[src/rtl/uart_rx_pkg.sv]
// Shared definitions for the UART receiver: FSM state encoding and the
// baud divider computation, reusable by a future transmitter.
package uart_rx_pkg;

    typedef enum logic [1:0] {
        IDLE  = 2'd0,
        START = 2'd1,
        DATA  = 2'd2,
        STOP  = 2'd3
    } uart_state_t;

    // Rounded clocks per oversample tick.
    function automatic int calc_div(input int clk_freq, input int baud, input int oversample);
        return (clk_freq + (baud * oversample) / 2) / (baud * oversample);
    endfunction

endpackage

[src/rtl/uart_rx_if.sv]
// Receiver-side bundle: serial line in, decoded byte and status strobes out.
interface uart_rx_if;
    logic       rx;
    logic [7:0] command;
    logic       rx_valid;
    logic       frame_err;

    modport master (output rx, input command, input rx_valid, input frame_err);
    modport slave  (input rx, output command, output rx_valid, output frame_err);
endinterface

[src/rtl/uart_rx_baud_tick_gen.sv]
// Oversample tick divider: one tick every DIV clocks, restartable by clear
// so the sampling phase can be aligned to a start edge.
module baud_tick_gen #(
    parameter int DIV = 27
) (
    input  logic clk,
    input  logic rst_n,
    input  logic clear,
    output logic tick
);
    localparam int W = (DIV > 1) ? $clog2(DIV) : 1;

    logic [W-1:0] cnt;

    assign tick = !clear && (cnt == W'(DIV - 1));

    always_ff @(posedge clk or negedge rst_n) begin
        if (!rst_n) begin
            cnt <= '0;
        end else if (clear || cnt == W'(DIV - 1)) begin
            cnt <= '0;
        end else begin
            cnt <= cnt + W'(1);
        end
    end
endmodule

[src/rtl/uart_rx.sv]
// 8N1 LSB-first serial receiver with 3-sample majority voting per bit,
// a one-clock valid strobe per good byte and a framing error strobe.
module uart_rx
    import uart_rx_pkg::*;
#(
    parameter int CLK_FREQ   = 50_000_000,
    parameter int BAUD       = 115200,
    parameter int OVERSAMPLE = 16
) (
    input logic   clk,
    input logic   rst_n,
    uart_rx_if.slave bus
);
    localparam int DIV = calc_div(CLK_FREQ, BAUD, OVERSAMPLE);
    localparam int TW  = $clog2(OVERSAMPLE);
    localparam logic [TW-1:0] MID  = TW'(OVERSAMPLE / 2);
    localparam logic [TW-1:0] LAST = TW'(OVERSAMPLE - 1);

    uart_state_t state;
    logic          rx_m, rx_s, rx_prev;
    logic          tick, start_edge, decide, wrap, bit_val;
    logic          s0, s1, bit_done;
    logic [TW-1:0] tcnt;
    logic [2:0]    bit_idx;
    logic [7:0]    shreg, command_r;
    logic          rx_valid_r, frame_err_r;

    // Two-flop synchroniser plus a delayed copy for falling-edge detection.
    always_ff @(posedge clk or negedge rst_n) begin
        if (!rst_n) begin
            rx_m    <= 1'b1;
            rx_s    <= 1'b1;
            rx_prev <= 1'b1;
        end else begin
            rx_m    <= bus.rx;
            rx_s    <= rx_m;
            rx_prev <= rx_s;
        end
    end

    assign start_edge = (state == IDLE) && rx_prev && !rx_s;
    assign decide     = tick && (tcnt == MID + TW'(1));
    assign wrap       = tick && (tcnt == LAST);
    assign bit_val    = (s0 & s1) | (s0 & rx_s) | (s1 & rx_s);

    baud_tick_gen #(.DIV(DIV)) u_tick (
        .clk   (clk),
        .rst_n (rst_n),
        .clear (start_edge),
        .tick  (tick)
    );

    always_ff @(posedge clk or negedge rst_n) begin
        if (!rst_n) begin
            tcnt <= '0;
            s0   <= 1'b1;
            s1   <= 1'b1;
        end else if (start_edge) begin
            tcnt <= '0;
        end else if (tick) begin
            tcnt <= (tcnt == LAST) ? '0 : tcnt + TW'(1);
            if (tcnt == MID - TW'(1)) s0 <= rx_s;
            if (tcnt == MID)          s1 <= rx_s;
        end
    end

    // The START->DATA move happens mid start bit, so the first wrap seen in
    // DATA closes the start bit; bit_done marks that a data bit was decided.
    always_ff @(posedge clk or negedge rst_n) begin
        if (!rst_n) begin
            state       <= IDLE;
            bit_idx     <= '0;
            bit_done    <= 1'b0;
            shreg       <= '0;
            command_r   <= '0;
            rx_valid_r  <= 1'b0;
            frame_err_r <= 1'b0;
        end else begin
            rx_valid_r  <= 1'b0;
            frame_err_r <= 1'b0;
            case (state)
                IDLE: begin
                    if (start_edge) state <= START;
                end
                START: begin
                    if (decide) begin
                        state    <= bit_val ? IDLE : DATA;
                        bit_idx  <= '0;
                        bit_done <= 1'b0;
                    end
                end
                DATA: begin
                    if (decide) begin
                        shreg    <= {bit_val, shreg[7:1]};
                        bit_done <= 1'b1;
                    end else if (wrap && bit_done) begin
                        bit_done <= 1'b0;
                        if (bit_idx == 3'd7) state <= STOP;
                        else                 bit_idx <= bit_idx + 3'd1;
                    end
                end
                STOP: begin
                    if (decide) begin
                        state <= IDLE;
                        if (bit_val) begin
                            command_r  <= shreg;
                            rx_valid_r <= 1'b1;
                        end else begin
                            frame_err_r <= 1'b1;
                        end
                    end
                end
                default: state <= IDLE;
            endcase
        end
    end

    assign bus.command   = command_r;
    assign bus.rx_valid  = rx_valid_r;
    assign bus.frame_err = frame_err_r;
endmodule
[src/flat_wrapper.sv]
// flat-port wrapper written by rule: the top's interface ports become plain ports
module uart_rx_flat import uart_rx_pkg::*;
#(
    parameter int CLK_FREQ   = 50_000_000,
    parameter int BAUD       = 115200,
    parameter int OVERSAMPLE = 16
)
  (clk, rst_n, bus_rx, bus_command, bus_rx_valid, bus_frame_err);
  uart_rx_if bus_i ();
  input logic clk;
  input logic rst_n;
  input wire logic [$bits(bus_i.rx)-1:0] bus_rx;
  output wire logic [$bits(bus_i.command)-1:0] bus_command;
  output wire logic [$bits(bus_i.rx_valid)-1:0] bus_rx_valid;
  output wire logic [$bits(bus_i.frame_err)-1:0] bus_frame_err;
  assign bus_i.rx = bus_rx;
  assign bus_command = bus_i.command;
  assign bus_rx_valid = bus_i.rx_valid;
  assign bus_frame_err = bus_i.frame_err;
  uart_rx #(.CLK_FREQ(CLK_FREQ), .BAUD(BAUD), .OVERSAMPLE(OVERSAMPLE)) u_core (.clk(clk), .rst_n(rst_n), .bus(bus_i));
endmodule
[config.mk]
export PLATFORM = sky130hd
export DESIGN_NAME = uart_rx_flat
export DESIGN_NICKNAME = d
export VERILOG_FILES = /design/src/rtl/uart_rx_pkg.sv /design/src/rtl/uart_rx_if.sv /design/src/rtl/uart_rx_baud_tick_gen.sv /design/src/rtl/uart_rx.sv /design/src/flat_wrapper.sv
export SDC_FILE = /design/constraint.sdc
export NUM_CORES = 1
export LEC_CHECK = 0
export CAP_MARGIN = 20
export CORE_AREA = 2 2 59 61
export CTS_BUF_LIST = sky130_fd_sc_hd__clkbuf_8
export CTS_CLUSTER_SIZE = 12
export DETAILED_ROUTE_END_ITERATION = 16
export DIE_AREA = 0 0 61 63
export GPL_TIMING_DRIVEN = 1
export PLACE_DENSITY_LB_ADDON = 0.1
export SYNTH_ARGS = -nofsm -noshare
export SYNTH_HDL_FRONTEND = slang
export SYNTH_SLANG_ARGS = --single-unit
export TNS_END_PERCENT = 20
[constraint.sdc]
create_clock -name clk -period 2.8 [get_ports clk]
set_input_delay 0.56 -clock clk [delete_from_list [all_inputs] [get_ports clk]]
set_output_delay 0.56 -clock clk [all_outputs]
set_load 0.05 [all_outputs]
==> reports/qor.yml, run 1 <==
status:
  outcome: "finished, final reports clean"
worst_setup_path:
  critical-path-top-delay-family: "simple AND/OR/NAND/NOR gates"
  cp_data_required_time_ns: 2.97
  worst_setup_path_end_kind: "register"
  worstPathMaxFanout: 9
  cp_cell_sequence: "inv_1, ha_1, and3b_1, nor3_4, nand3_1, mux2_2"
  critical_path.startpoint_type: "register"
  crit_buf_inv: 1
  crit_type: "reg2reg"
  crit_arrival_ns: 2.42
  slowest_stage: "dfrtp_1"
  slowest_delay_ns: 0.42
cts:
  htreeDepth: 2
  clkTransAtPathRegs_ns: 0.07
  cts_setup_buffers: 0
  tritoncts.num_buffers: 5
  clock_latency_ns: 0.29
  clkSinkCount: 38
  cts_root_buffer: "clkbuf_8"
  cts_tree: "done"
  hold_buffers: 0
  cts_resized: 0
  clk_path_buf_depth: 2
grt:
  grt_max_degree: 39
  grt_pass1_wl_microns: 5460
  grt_pass1_vias: 1197
  grtUsageTotal: 0.189
  antenna_found_initial: 0
  gr-total-overflow: 0
sta:
  worst_slack_ns: 0.549
  tightest_slew_ns: 0.801
  setup_viol: 0
  fin_skew_ns: 0.00362
  fin_crit_ns: 2.25
  finalCritPeriodShare: 0.804
  max_freq_mhz: 444
  final_max_slew_viol_count: 0
  grt_setup_unrepaired: "no"
  hold_viol: 0
  slew_headroom: 0.466
  tns_ns: 0
logic_synthesis:
  netlist_area_sq_um: 1810
  netlist.top_cell.by_area: "dfrtp_1"
  yosysTopAreaCellShare: 0.456
  ys_warn_count: 0
  synth_nets: 166
  synth_area_per_cell_sq_um: 12.0
  synthCells: 151
  yosysSeqAreaShare: 0.528
  ys_seq_elements: 38
  ys_top_cells_by_area: "dfrtp_1, mux2_2, ha_1, dfstp_2, nand2_1"
  yosysUniqueCellTypes: 35
floorplan:
  core_sq_um: 3230
  die_x_microns: 61
  io_pins: 13
  dieHeight_microns: 63
  die-area_sq_um: 3840
  num_rows: 21
  initial_utilization: 0.561
detailed_routing:
  first_iter_violations: 41
  wl_per_cell_microns: 13.3
  viasPerCell: 5.40
  wirelength_microns: 2860
  detail-route-antenna-nets: 0
  dr_total_vias: 1160
  drcViolationCount: 0
  firstDrtPassIters: 4
power:
  sw_frac_of_total: 0.316
  power_density_nw_per_um2: 675
  p_switching_mw: 0.440
  clockPowerShare: 0.269
  power.leakage_nw: 1.01
  vdd_drop_max_mv: 0.447
  p_int_mw: 0.950
  combPwrFrac: 0.245
  seq_power_share: 0.486
flow_run:
  cap_violations: 0
layout:
  n_antenna_cell: 0
  drive_gt1_frac: 0.201
  finalNetCount: 183
  multi_input_area_sq_um: 810
  syn_to_final_growth_pct: 13.7
  seqCellArea_sq_um: 957
  fill_cells: 264
placement:
  dp_hpwl_microns: 2050
  pre_cts_slack_ns: 0.574
  portBuffers: 12
  place_congestion: 0.801
hold_path:
  hold_class: "in2async"
## metrics by stage
stage / total power [mW] / area [sq um] / utilization / cells / hold slack (ns)
after global routing: 1.50 / 2060 / 0.638 / 215 / 0.361
final: 1.39 / 2060 / 0.638 / 215 / 0.352
after CTS: 1.41 / 2060 / 0.638 / 215 / 0.362
after detailed placement: 1.03 / 1970 / 0.609 / 207 / 0.347
after global placement: 1.01 / 1970 / 0.609 / 207 / 0.347
after floorplan: 0.953 / 1810 / - / 151 / 0.264
## layer usage
layer | wire length [microns] | track usage
met5 | 0 | 0
met4 | 43 | 0.0652
met2 | 1370 | 0.282
met3 | 115 | 0.0600
met1 | 1330 | 0.258
## cells by family after synthesis
family,after synthesis,share of synthesized area
adders and majority gates,13,0.0884
xor gates and xnor gates,4,0.0193
AOI/OAI and AO/OA,13,0.0504
muxes,19,0.117
buffers and inverters,10,0.0249
and+or+nand+nor,54,0.171
DFF,38,0.528
## worst reg2reg max path: stages, from the launching register on
cell     delay [ns]
dfrtp_1        0.42
inv_1          0.11
ha_1           0.23
and3b_1        0.29
nor3_4         0.30
nand3_1        0.38
mux2_2         0.41
## cell type report
type,instances,share of cell area
Tap cell,46,0.0279
Multi-Input combinational cell,103,0.393
Clock buffer,6,0.0401
Timing Repair Buffer,12,0.0559
Inverter,8,0.0146
Clock inverter,2,0.00425
Sequential cell,38,0.464
## worst paths after layout
| check | start | end | slack [ns] | depth (start not counted) |
|---|---|---|---|---|
| hold reg to reg | u_core.rx_m | u_core.rx_s | 0.36 | 0 |
| setup / recovery | u_core.state[0] | u_core.bus.command[1] | 0.55 | 6 |
| max in group asynchronous | rst_n | u_core.bus.command[1] | 1.93 | 1 |
| setup reg to reg | u_core.state[0] | u_core.bus.command[1] | 0.55 | 6 |
| hold / removal | rst_n | u_core.tcnt[3] | 0.35 | 1 |
| min in group clk | u_core.rx_m | u_core.rx_s | 0.36 | 0 |
## cell usage in the layout, fill, tap and decap left out, types with 2 or more instances in the layout
cell / n
dfrtp_1: 33
mux2_2: 18
nand2_1: 14
ha_1: 12
clkdlybuf4s50_1: 11
nand3_1: 10
nor2_1: 10
inv_1: 9
clkbuf_8: 6
dfstp_2: 5
a21oi_1: 4
nand3b_1: 3
xor2_1: 3
o21ai_0: 3
and3b_1: 2
nand2b_1: 2
or4_1: 2
nor3_1: 2
or3_1: 2
## power groups by stage
| stage | Sequential [mW] | Combinational (mW) | Clock [mW] |
|---|---|---|---|
| after detailed placement | 0.686 | 0.344 | 0 |
| after global routing | 0.690 | 0.396 | 0.415 |
| final | 0.676 | 0.341 | 0.374 |
| after floorplan | 0.674 | 0.279 | 0 |
| after global placement | 0.680 | 0.326 | 0 |
| after CTS | 0.676 | 0.346 | 0.389 |
## registers in the layout, summed over array words and instances, names as in the netlist, named ones only
signal                count
u_core.state              1
u_core.rx_prev            1
u_core.s1                 1
u_core.bus.frame_err      1
u_core.bus.rx_valid       1
u_core.rx_m               1
u_core.shreg              8
u_core.tcnt               4
u_core.rx_s               1
u_core.s0                 1
u_core.bus.command        8
u_core.bit_idx            3
u_core.bit_done           1
u_core.u_tick.cnt         5
## cells in the mapped netlist
master and count:
maj3_1 1, a41o_1 1, o21ai_0 3, nor4_1 1, a22oi_1 1, or3_1 2, xnor2_1 1, or4_4 1
nand2_1 14, mux2_2 18, or4_1 2, inv_1 8, nand3b_1 3, o2111ai_1 1, a22o_1 1, xor2_1 3
and3_1 1, dfstp_2 5, dfrtp_1 33, nand2b_1 2, buf_6 1, nand4_1 1, clkbuf_1 1, nand3_1 10
nor3_4 1, nand4b_4 1, o211a_1 1, nor3_1 2, o41a_1 1, and4b_1 1, ha_1 12, a21oi_1 4
and3b_1 2, mux2i_1 1, nor2_1 10
No activity file was read; power rests on OpenSTA's default activity.
==> inputs of run 2 (changes only) <==
--- a/config.mk
+++ b/config.mk
@@ -6,11 +6,11 @@
 export NUM_CORES = 1
 export LEC_CHECK = 0
 export CAP_MARGIN = 20
-export CORE_AREA = 2 2 59 61
+export CORE_AREA = 2 2 61 63
 export CTS_BUF_LIST = sky130_fd_sc_hd__clkbuf_8
 export CTS_CLUSTER_SIZE = 12
 export DETAILED_ROUTE_END_ITERATION = 16
-export DIE_AREA = 0 0 61 63
+export DIE_AREA = 0 0 63 65
 export GPL_TIMING_DRIVEN = 1
 export PLACE_DENSITY_LB_ADDON = 0.1
 export SYNTH_ARGS = -nofsm -noshare
==> constraint.sdc (replaced) <==
create_clock -name clk -period 1.9 [get_ports clk]
set_input_delay 0.38 -clock clk [delete_from_list [all_inputs] [get_ports clk]]
set_output_delay 0.38 -clock clk [all_outputs]
set_load 0.05 [all_outputs]
==> run 2 against run 1 <==
Net effect:
- the run now ends with setup timing left
- non-clock buffer count up 16
- via count increased by 6.9%
- power increased by 63%
- clock power rose by 58%
- clock skew about the same
- critical endpoint is now u_core.bit_idx[0]
==> reports/qor.yml, run 2 (synthesized netlist as in run 1, its figures left out) <==
power:
  seq_power_share: 0.429
  power_density_nw_per_um2: 1020
  power.leakage_nw: 1.08
  sw_frac_of_total: 0.320
  p_int_mw: 1.54
  clockPowerShare: 0.261
  combPwrFrac: 0.310
  p_switching_mw: 0.723
  vdd_drop_max_mv: 0.673
detailed_routing:
  drcViolationCount: 0
  dr_total_vias: 1240
  viasPerCell: 5.32
  firstDrtPassIters: 4
  first_iter_violations: 67
  detail-route-antenna-nets: 0
  wirelength_microns: 3130
  wl_per_cell_microns: 13.4
sta:
  setup_viol: 1
  final_max_slew_viol_count: 0
  fin_skew_ns: 0.00313
  tns_ns: -0.0441
  fin_crit_ns: 1.94
  grt_setup_unrepaired: "yes"
  max_freq_mhz: 514
  tightest_slew_ns: 0.497
  worst_slack_ns: -0.0441
  hold_viol: 0
  finalCritPeriodShare: 1.02
  slew_headroom: 0.668
cts:
  clkTransAtPathRegs_ns: 0.07
  cts_root_buffer: "clkbuf_8"
  tritoncts.num_buffers: 5
  clk_path_buf_depth: 2
  clock_latency_ns: 0.29
  cts_setup_buffers: 0
  cts_tree: "done"
  hold_buffers: 0
  htreeDepth: 2
  clkSinkCount: 38
floorplan:
  io_pins: 13
  die-area_sq_um: 4100
  die_x_microns: 63
  core_sq_um: 3500
  dieHeight_microns: 65
  num_rows: 22
  initial_utilization: 0.518
grt:
  grtUsageTotal: 0.182
  antenna_found_initial: 0
  grt_pass1_vias: 1338
  grt_max_degree: 39
  grt_pass1_wl_microns: 5710
  gr-total-overflow: 0
layout:
  stdcell_count: 233
  finalNetCount: 199
  layout_commonest_cell: "dfrtp_1"
  drive_gt1_frac: 0.314
  final_cell_mix: "dfrtp_1, mux2_2, buf_4, nand2_1, clkdlybuf4s50_1"
  n_antenna_cell: 0
  fill_cells: 312
  multi_input_area_sq_um: 831
  syn_to_final_growth_pct: 22.3
  seqCellArea_sq_um: 957
placement:
  pre_cts_slack_ns: -0.0676
  portBuffers: 12
  dp_hpwl_microns: 2350
  dp_cells: 225
  place_congestion: 0.793
worst_setup_path:
  cp_data_required_time_ns: 2.13
  crit_arrival_ns: 2.17
  worstPathMaxFanout: 5
  critical_path.startpoint_type: "register"
  r2r_cells: 6
  worst_setup_path_end_kind: "register"
  crit_type: "reg2reg"
hold_path:
  hold_class: "in2async"
status:
  outcome: "finished, violations left"
  violations: "setup timing"
flow_run:
  cap_violations: 0
-- run 2: layout make-up --
cell class / count / area share
sequential: 38 / 0.432
tap: 48 / 0.0271
inverter: 8 / 0.0136
multi-input combinational: 103 / 0.375
timing repair buffer: 28 / 0.108
clock buffer: 6 / 0.0373
clock inverter: 2 / 0.00734
-- run 2: worst paths after layout --
kind	endpoint	slack, ns	from
max	u_core.bit_idx[0]	-0.04	u_core.u_tick.cnt[0]
min	u_core.tcnt[1]	0.11	rst_n
max reg2reg	u_core.bit_idx[0]	-0.04	u_core.u_tick.cnt[0]
min reg2reg	u_core.rx_s	0.36	u_core.rx_m
max in group asynchronous	u_core.rx_prev	1.43	rst_n
min in group clk	u_core.rx_s	0.36	u_core.rx_m
-- run 2: stage by stage --
| step | utilization | power [mW] | cell area (sq um) | hold slack (ns) |
|---|---|---|---|---|
| 2_1_floorplan | - | 1.43 | 1820 | 0.0844 |
| 3_3_place_gp | 0.602 | 1.65 | 2100 | 0.347 |
| 3_5_place_dp | 0.602 | 1.69 | 2100 | 0.354 |
| 4_1_cts | 0.632 | 2.28 | 2210 | 0.137 |
| 5_1_grt | 0.634 | 2.42 | 2220 | 0.179 |
| 6_report | 0.634 | 2.26 | 2220 | 0.113 |
-- run 2: timing repair --
action	4_1_cts	5_1_grt
resized for setup	3	3
endpoints found under the setup margin	1	18
cloned	0	0
pin swaps	1	3
-- run 2: critical path, stage by stage (launching register included) --
cell      delay (ns)
dfrtp_1         0.38
inv_1           0.06
ha_2            0.19
nand4b_4        0.14
or4_4           0.53
or4_1           0.48
nand3_1         0.09
-- run 2: metal layers --
layer / global-route usage / vias up / routed length (microns)
li1: - / 596 / -
met1: 0.196 / 624 / 1320
met2: 0.338 / 15 / 1650
met3: 0.0503 / 5 / 114
met4: 0.0667 / 0 / 53
met5: 0 / - / 0
-- run 2: power groups by stage --
| stage | sequential (mW) | clock (mW) | combinational, mW |
|---|---|---|---|
| 5_1_grt | 0.984 | 0.637 | 0.798 |
| 3_5_place_dp | 0.986 | 0 | 0.701 |
| 4_1_cts | 0.971 | 0.602 | 0.709 |
| 6_report | 0.970 | 0.590 | 0.701 |
| 3_3_place_gp | 0.984 | 0 | 0.671 |
| 2_1_floorplan | 0.994 | 0 | 0.437 |
